===== src/rtl/uart_ram_loader.sv =====
// rtl/uart_ram_loader.sv - UART byte-stream RAM loader: sync detect, word count, RAM writes, core reset pulse.
// Optional trailing XOR checksum byte is enabled by defining LOADER_CHECKSUM_EN.
module uart_ram_loader #(
    parameter int                        ADDR_W      = 17,
    parameter int                        WORD_BYTES  = 4,
    parameter int                        SYNC_LEN    = 9,
    parameter logic [SYNC_LEN*8-1:0]     SYNC_SEQ    = "TEKNOFEST",
    parameter int                        LEN_BYTES   = 4,
    parameter int                        BASE_ADDR   = 0,
    parameter int                        BIG_ENDIAN  = 1,
    parameter int                        TIMEOUT_CYC = 1000000,
    parameter int                        RST_PULSE   = 16
) (
    input  logic                    clk_i,
    input  logic                    rst_i,
    input  logic                    rx_valid_i,
    input  logic [7:0]              rx_data_i,
    output logic                    ram_we_o,
    input  logic                    ram_ready_i,
    output logic [ADDR_W-1:0]       ram_addr_o,
    output logic [WORD_BYTES*8-1:0] ram_wdata_o,
    output logic [WORD_BYTES-1:0]   ram_wstrb_o,
    output logic                    prog_mode_o,
    output logic                    sys_rst_o,
    output logic                    done_o,
    output logic                    err_o
);

    localparam int SYNC_W = SYNC_LEN * 8;
    localparam int WORD_W = WORD_BYTES * 8;
    localparam int CNT_W  = LEN_BYTES * 8;
    localparam int TO_W   = $clog2(TIMEOUT_CYC + 1);
    localparam int RP_W   = $clog2(RST_PULSE + 1);
    localparam int BC_W   = $clog2(WORD_BYTES + LEN_BYTES + 1);

    localparam logic [2:0] ST_IDLE   = 3'd0;
    localparam logic [2:0] ST_LEN    = 3'd1;
    localparam logic [2:0] ST_DATA   = 3'd2;
    localparam logic [2:0] ST_CHK    = 3'd3;
    localparam logic [2:0] ST_FINISH = 3'd4;

    logic [2:0]        r_state;
    logic [SYNC_W-1:0] r_sync_sr;
    logic [BC_W-1:0]   r_byte_cnt;
    logic [CNT_W-1:0]  r_count;
    logic [CNT_W-1:0]  r_index;
    logic [CNT_W-1:0]  r_wcnt;
    logic [WORD_W-1:0] r_asm;
    logic              r_we;
    logic [ADDR_W-1:0] r_addr;
    logic [WORD_W-1:0] r_wdata;
    logic [TO_W-1:0]   r_idle_cnt;
    logic [RP_W-1:0]   r_pulse_cnt;
    logic              r_sys_rst;
    logic              r_done;
    logic              r_err;
`ifdef LOADER_CHECKSUM_EN
    logic [7:0]        r_csum;
    logic              r_chk_got;
    logic [7:0]        r_chk_byte;
`endif

    logic [SYNC_W-1:0] w_sync_next;
    logic [CNT_W-1:0]  w_count_next;
    logic [WORD_W-1:0] w_asm_next;
    logic [CNT_W-1:0]  w_index_inc;
    logic [CNT_W-1:0]  w_index_eff;
    logic              w_accept;
    logic              w_all_words;
    logic              w_no_byte_exp;
    logic              w_to_eval;
    logic              w_load_state;
    logic              w_timeout;

    assign w_sync_next  = (r_sync_sr << 8) | SYNC_W'(rx_data_i);
    assign w_count_next = (r_count << 8) | CNT_W'(rx_data_i);
    assign w_accept     = r_we & ram_ready_i;
    assign w_index_inc  = r_index + CNT_W'(1);
    assign w_index_eff  = w_accept ? w_index_inc : r_index;
    assign w_all_words  = (r_wcnt == r_count);
    assign w_load_state = (r_state == ST_LEN) || (r_state == ST_DATA) || (r_state == ST_CHK);

    always_comb begin
        w_asm_next = '0;
        if (BIG_ENDIAN != 0)
            w_asm_next = (r_asm << 8) | WORD_W'(rx_data_i);
        else
            w_asm_next = (r_asm >> 8) | (WORD_W'(rx_data_i) << (WORD_W - 8));
    end

    // A pending write with nothing left to receive is the RAM's stall, not the sender's.
`ifdef LOADER_CHECKSUM_EN
    assign w_no_byte_exp = (r_state == ST_DATA) && w_all_words && r_chk_got;
`else
    assign w_no_byte_exp = (r_state == ST_DATA) && w_all_words;
`endif
    assign w_to_eval = !(r_we && w_no_byte_exp);
    assign w_timeout = w_load_state && w_to_eval && (r_idle_cnt == TO_W'(TIMEOUT_CYC));

    always_ff @(posedge clk_i or posedge rst_i) begin
        if (rst_i) begin
            r_state     <= ST_IDLE;
            r_sync_sr   <= '0;
            r_byte_cnt  <= '0;
            r_count     <= '0;
            r_index     <= '0;
            r_wcnt      <= '0;
            r_asm       <= '0;
            r_we        <= 1'b0;
            r_addr      <= '0;
            r_wdata     <= '0;
            r_idle_cnt  <= '0;
            r_pulse_cnt <= '0;
            r_sys_rst   <= 1'b0;
            r_done      <= 1'b0;
            r_err       <= 1'b0;
`ifdef LOADER_CHECKSUM_EN
            r_csum      <= '0;
            r_chk_got   <= 1'b0;
            r_chk_byte  <= '0;
`endif
        end else begin
            r_done <= 1'b0;

            if (!w_load_state || rx_valid_i)
                r_idle_cnt <= '0;
            else if (w_to_eval && (r_idle_cnt != TO_W'(TIMEOUT_CYC)))
                r_idle_cnt <= r_idle_cnt + TO_W'(1);

            case (r_state)
                ST_IDLE: begin
                    if (rx_valid_i) begin
                        r_sync_sr <= w_sync_next;
                        if (w_sync_next == SYNC_SEQ) begin
                            r_state    <= ST_LEN;
                            r_err      <= 1'b0;
                            r_byte_cnt <= '0;
                            r_count    <= '0;
                            r_index    <= '0;
                            r_wcnt     <= '0;
                            r_asm      <= '0;
`ifdef LOADER_CHECKSUM_EN
                            r_csum     <= '0;
                            r_chk_got  <= 1'b0;
`endif
                        end
                    end
                end

                ST_LEN: begin
                    if (w_timeout) begin
                        r_err   <= 1'b1;
                        r_state <= ST_IDLE;
                    end else if (rx_valid_i) begin
                        r_count <= w_count_next;
                        if (r_byte_cnt == BC_W'(LEN_BYTES - 1)) begin
                            r_byte_cnt <= '0;
                            if (w_count_next == '0) begin
                                r_state     <= ST_FINISH;
                                r_sys_rst   <= 1'b1;
                                r_done      <= 1'b1;
                                r_pulse_cnt <= RP_W'(1);
                            end else begin
                                r_state <= ST_DATA;
                            end
                        end else begin
                            r_byte_cnt <= r_byte_cnt + BC_W'(1);
                        end
                    end
                end

                ST_DATA: begin
                    if (w_timeout) begin
                        r_err   <= 1'b1;
                        r_we    <= 1'b0;
                        r_state <= ST_IDLE;
                    end else begin
                        if (w_accept) begin
                            r_we    <= 1'b0;
                            r_index <= w_index_inc;
                            if (w_index_inc == r_count) begin
`ifdef LOADER_CHECKSUM_EN
                                r_state     <= ST_CHK;
`else
                                r_state     <= ST_FINISH;
                                r_sys_rst   <= 1'b1;
                                r_done      <= 1'b1;
                                r_pulse_cnt <= RP_W'(1);
`endif
                            end
                        end
                        if (rx_valid_i && !w_all_words) begin
`ifdef LOADER_CHECKSUM_EN
                            r_csum <= r_csum ^ rx_data_i;
`endif
                            if (r_byte_cnt == BC_W'(WORD_BYTES - 1)) begin
                                r_byte_cnt <= '0;
                                r_asm      <= '0;
                                // Overrun: the previous word is still unaccepted, so it is dropped.
                                if (r_we && !ram_ready_i) begin
                                    r_err   <= 1'b1;
                                    r_we    <= 1'b0;
                                    r_state <= ST_IDLE;
                                end else begin
                                    r_we    <= 1'b1;
                                    r_wdata <= w_asm_next;
                                    r_addr  <= ADDR_W'(BASE_ADDR) + ADDR_W'(w_index_eff);
                                    r_wcnt  <= r_wcnt + CNT_W'(1);
                                end
                            end else begin
                                r_asm      <= w_asm_next;
                                r_byte_cnt <= r_byte_cnt + BC_W'(1);
                            end
                        end
`ifdef LOADER_CHECKSUM_EN
                        else if (rx_valid_i && !r_chk_got) begin
                            r_chk_got  <= 1'b1;
                            r_chk_byte <= rx_data_i;
                        end
`endif
                    end
                end

`ifdef LOADER_CHECKSUM_EN
                ST_CHK: begin
                    if (w_timeout) begin
                        r_err   <= 1'b1;
                        r_state <= ST_IDLE;
                    end else if (r_chk_got || rx_valid_i) begin
                        if ((r_chk_got ? r_chk_byte : rx_data_i) == r_csum) begin
                            r_state     <= ST_FINISH;
                            r_sys_rst   <= 1'b1;
                            r_done      <= 1'b1;
                            r_pulse_cnt <= RP_W'(1);
                        end else begin
                            r_err   <= 1'b1;
                            r_state <= ST_IDLE;
                        end
                    end
                end
`endif

                ST_FINISH: begin
                    if (r_pulse_cnt == RP_W'(RST_PULSE)) begin
                        r_sys_rst   <= 1'b0;
                        r_pulse_cnt <= '0;
                        r_state     <= ST_IDLE;
                    end else begin
                        r_pulse_cnt <= r_pulse_cnt + RP_W'(1);
                    end
                end

                default: r_state <= ST_IDLE;
            endcase
        end
    end

    assign ram_we_o    = r_we;
    assign ram_addr_o  = r_addr;
    assign ram_wdata_o = r_wdata;
    assign ram_wstrb_o = {WORD_BYTES{r_we}};
    assign prog_mode_o = w_load_state;
    assign sys_rst_o   = r_sys_rst;
    assign done_o      = r_done;
    assign err_o       = r_err;

endmodule

===== config.mk =====
export PLATFORM = sky130hd
export DESIGN_NAME = uart_ram_loader
export DESIGN_NICKNAME = d
export VERILOG_FILES = /design/src/rtl/uart_ram_loader.sv
export SDC_FILE = /design/constraint.sdc
export NUM_CORES = 1
export LEC_CHECK = 0
export CORE_MARGIN = 2
export CORE_UTILIZATION = 32
export DETAILED_ROUTE_END_ITERATION = 6
export GPL_ROUTABILITY_DRIVEN = 0
export MAX_ROUTING_LAYER = met4
export PLACE_DENSITY = 0.5
export SYNTH_ARGS = -nofsm -noshare
export SYNTH_HDL_FRONTEND = slang
export SYNTH_SLANG_ARGS = --single-unit

===== constraint.sdc =====
create_clock -name clk_i -period 8.2 [get_ports clk_i]
set_input_delay 1.23 -clock clk_i [delete_from_list [all_inputs] [get_ports clk_i]]
set_output_delay 1.23 -clock clk_i [all_outputs]
set_load 0.02 [all_outputs]

# After elaboration in Yosys (flattened, before gate mapping)
# Cells that the tools add are included.
# Widths: inputs -> output; s select.
[totals]
ff_bits = 269
latch_bits = 0
mem_bits_rw = 0
rom_bits = 0
in_bits = 12
memories = 0
[op_classes]
add_sub_neg = 5
mul = 0
n_div = 0
n_lt_le_gt_ge = 0
n_eq_ne = 30
shift = 0
mux = 80
n_bitwise = 6
reduce_logical = 33
[op_table]
columns = ["op", "count"]
rows = [
  ["$mux 32", 10],
  ["$pmux 32 s2", 3],
  ["$eq 72x71->1 const B", 1],
  ["$mux 24", 3],
  ["$or 72x8->72", 1],
  ["$add 32x1->32 const B", 2],
  ["$eq 32x32->1", 2],
  ["$or 32x8->32", 2],
  ["$pmux 24 s2", 1],
  ["$mux 20", 2],
  ["$mux 5", 8],
  ["$mux 3", 13],
  ["$logic_not 32->1", 1],
  ["$mux 4", 7],
  ["$mux 1", 27],
  ["$reduce_and 5->1", 5],
  ["$reduce_and 7->1", 3],
  ["$add 20x1->20 const B", 1],
  ["$eq 20x20->1 const B", 1],
  ["$ne 20x20->1 const B", 1],
  ["$ne 2x2->1 const B", 9],
  ["$pmux 5 s3", 1],
  ["$ne 3x2->1 const B", 4],
  ["$pmux 3 s4", 1],
  ["24 further kinds", 45],
]

# Depth between registers and ports, before layout
[logic_depth]
word_depth = 9
mapped_depth = 11

# Worst setup path before layout
# No wires, ideal clock.
[synth_path]
path_type = "input to register"
start = "in rx_data_i[2]"
end = "reg r_byte_cnt[3]"
setup_time_ns = 0.087
arrival_ns = 3.097
slack_ns = 5.017
stages = 8
n_path_buf = 0
cell_sequence = "nor4bb_1 > nand4_1 > nor4_1 > a21oi_1 > nor2_2 > o211ai_1 > or4_1 > o211ai_1"
[synth_via]
elab_chain_len = 4
[synth_rtl]
columns = ["element", "line_no", "source"]
rows = [
  ["from (decl)", "17", "input logic [7:0] rx_data_i,"],
  ["$or 72x8->72", "75", "assign w_sync_next = (r_sync_sr << 8) | SYNC_W'(rx_data_i);"],
  ["$eq 72x71->1", "134", "if (w_sync_next == SYNC_SEQ) begin"],
  ["$ne 2x2->1 (no line)", "--", ""],
  ["$reduce_and 7->1 (no line)", "--", ""],
  ["to (signal assigned)", "167", "r_byte_cnt <= r_byte_cnt + BC_W'(1);"],
  ["to (signal assigned)", "212", "r_byte_cnt <= r_byte_cnt + BC_W'(1);"],
  ["to (decl)", "44", "logic [BC_W-1:0] r_byte_cnt;"],
]
# Every way passes these cells.
# A chain may end at the register's enable or synchronous reset.

# Final worst setup path
[layout_path]
start = "in rx_data_i[2]"
end = "reg r_count[12]"
[layout_via]
elab_chain_len = 4
[layout_rtl]
columns = ["element", "line_no", "source"]
rows = [
  ["$or 72x8->72", "75", ""],
  ["$eq 72x71->1", "134", ""],
  ["$ne 2x2->1 (no line)", "--", ""],
  ["$reduce_and 5->1 (no line)", "--", ""],
  ["to (signal assigned)", "155", "r_count <= w_count_next;"],
  ["to (decl)", "45", "logic [CNT_W-1:0] r_count;"],
]
# Every way passes these cells.

==> results_dict.tcl <==
set metrics [dict create \
    dieHeight_um 214.5 \
    syn_inst 1439 \
    drive_above_1_share_pct 13.67 \
    cts_tree "built" \
    layout_commonest_cell "dfrtp_1" \
    ctsResizeCount 0 \
    cts_hold_buffers 0 \
    ys_seq_elements 269 \
    finalInstanceArea_mm2 0.01641 \
    hold_end "r_asm[20]$_DFFE_PP0P_" \
    yosys_warnings 0 \
    grt_pass1_wl_um 62020 \
    multi_input_area_mm2 0.006945 \
    utilization_pct 37.28 \
    grt_overflow 0 \
    r2r_setup_slack_ns 4.19 \
    worst_pin_slew_ns 1.254 \
    hold_viol 0 \
    cts-buffers-inserted 31 \
    synth-async-reset-ratio_pct 100.0 \
    first_pass_iters 7 \
    cp-end-kind "flip-flop" \
    fillCellCount 4420 \
    r2r_end "ram_wdata_o[8]$_DFFE_PP0P_" \
    worstSetupPathType "primary input to flip-flop" \
    placed_area_mm2 0.01530 \
    vias_per_cell 5.179 \
    post-route-period-util_pct 51.76 \
    power_mw 3.134 \
    syn_nets 1458 \
    final_cell_count_no_fill 2084 \
    fmax_ghz 0.2356 \
    dpl.hpwl_um 26370 \
    critPathMaxFanout 64 \
    synthToLayoutAreaGrowth_pct 15.73 \
    pwr_density_cell_mw_per_mm2 190.9 \
    antenna_left 0 \
    synth_edf_count 0 \
    cp_data_arrival_time_ns 4.64 \
    num-nets-final 1487 \
    slew_viol_final 0 \
    holdCritStartpoint "r_asm[20]$_DFFE_PP0P_" \
    post_cts_buffers 0 \
    track_usage_pct 17.14 \
    yosysSeqAreaShare_pct 47.46 \
    n_antenna_cell 0 \
    drt_wl_total_um 38260 \
    crit_slowest_cell "nand3_2" \
    layout_min_cycle_time_ns 4.245 \
    hold_depth 2 \
    wl_per_cell_um 18.36 \
    start_util_pct 32.21 \
    finalSetupViolations 0 \
    row_count 77 \
    io_buffers 69 \
    mostFrequentLayoutCells "dfrtp_1, nand2_1, nor2_1, o21ai_0, mux2_2" \
    max-vdd-ir-drop_v 0.0001525 \
    drtIter0Drc 733 \
    grt_antenna_before_repair 0 \
    vias 10790 \
    tns_ns 0 \
    synthDistinctLibCells 84 \
    status "complete, no violations" \
    ff_latch_area_mm2 0.006731 \
    chipWidth_um 214.5 \
    crit_chain "clkdlybuf4s50_1 > nor4bb_1 > nand4_1 > nor4_1 > a21oi_1 > nor2_2 > nand3_2 > nand2_1 > o21ai_0" \
    htree_levels 1 \
    syn_area_mm2 0.01418 \
    syn_area_per_cell_um2 9.856 \
    reg2reg_from "r_count[15]$_DFFE_PP0P_" \
    grt_max_degree 175 \
    clk_pin_slew_ns 0.06 \
    cap_violations 0 \
    dieArea_mm2 0.04602 \
    io_pins 70 \
    max_slew_margin_pct 15.75 \
    clock_latency_ns 0.58 \
    required_ns 8.60 \
    cts.sinks 269 \
    placedCellCount 2027 \
    root_buffer "clkbuf_16" \
    grt_pass1_vias 10900 \
    rsz0062_at_grt "no" \
    p_leak_nw 7.039 \
    core_area_mm2 0.04403 \
    drc 0 \
    hold_class "flip-flop to flip-flop" \
    rr_worst_depth 8 \
    finClkSkew_ns 0.02261 \
    critical_path.max_stage_delay_ns 0.83 \
    critPathLaunchType "primary input" \
    cts.path.max_buffers 3 \
    synthFlopType "dfrtp_1" \
]
[Yosys cell counts (17+ instances only)]
cell | instances | area share (%)
a31oi_1 | 22 | 0.97
and3_1 | 26 | 1.1
inv_1 | 22 | 0.58
dfrtp_1 | 269 | 47
nor3_1 | 23 | 0.81
nand4_1 | 48 | 2.1
xnor2_1 | 50 | 3.1
xor2_1 | 73 | 4.5
a21oi_1 | 45 | 1.6
nor4_1 | 25 | 1.1
buf_4 | 22 | 1.2
nor2_1 | 117 | 3.1
o21ai_0 | 104 | 3.7
mux2_2 | 91 | 7.2
nand2_1 | 193 | 5.1
nand3_1 | 37 | 1.3
clkbuf_1 | 47 | 1.2
or3_1 | 17 | 0.75
[area by class of cell]
class,instances,share of cell area (%)
tap,592,4.513
multi-input combinational,1062,42.32
timing repair buffer,82,4.879
inverter,22,0.5260
sequential,269,41.01
clock inverter,15,1.410
clock buffer,42,5.344
[power breakdown]
| group | switching (mW) | leakage, nW | internal, mW |
|---|---|---|---|
| Combinational | 0.0664 | 2.90 | 0.0836 |
| Sequential | 0.0660 | 3.60 | 1.41 |
| Clock | 0.572 | 0.548 | 0.933 |
| Total | 0.704 | 7.04 | 2.43 |
[worst max-delay path by stage]
| stage | startpoint | end | slack [ns] |
|---|---|---|---|
| detailed placement | rx_data_i[2] | r_count[7]$_DFFE_PP0P_ | 3.42 |
| floorplan | rst_i | done_o$_DFF_PP0_ | 3.42 |
| CTS | rx_data_i[2] | r_count[7]$_DFFE_PP0P_ | 4.03 |
| global route | rx_data_i[2] | r_count[20]$_DFFE_PP0P_ | 3.44 |
| global placement | rx_valid_i | r_count[3]$_DFFE_PP0P_ | 3.57 |
| finish | rx_data_i[2] | r_count[12]$_DFFE_PP0P_ | 3.96 |
[critical path: cells and delay by family]
family                 cells  cell delay [ns]
and+or+nand+nor            6             2.31
AOI/OAI and AO/OA          2             0.44
buffers and inverters      1             0.61
[metrics by stage]
| step | setup WS, ns | hold WS [ns] |
|---|---|---|
| 6_report | 3.955 | 0.4810 |
| 3_3_place_gp | 3.567 | 0.4624 |
| 5_1_grt | 3.438 | 0.5053 |
| 2_1_floorplan | 3.417 | 0.4444 |
| 4_1_cts | 4.026 | 0.4869 |
| 3_5_place_dp | 3.421 | 0.4732 |
[layer usage]
layer	GRT usage, %	wire (um)
met5	-	0
met4	5.324	1084
met3	2.312	1748
met2	26.17	17100
met1	23.66	18320
[sequential cells by signal, summed over array words and instances, names as in the netlist]
signal       count
ram_addr_o      17
r_byte_cnt       4
r_count         32
sys_rst_o        1
r_sync_sr       64
r_wcnt          32
done_o           1
err_o            1
r_idle_cnt      20
r_asm           24
r_state          3
ram_we_o         1
r_index         32
r_pulse_cnt      5
ram_wdata_o     32
[cells by family after synthesis]
group | count (synthesis) | synth area share, %
flops | 269 | 47.46
compound gates | 247 | 10.72
mux | 102 | 8.046
buf+inv | 108 | 3.749
xor+xnor | 124 | 7.711
fa+ha+maj | 7 | 0.6175
simple gates | 582 | 21.69
Power figures use the tool's default switching activity.
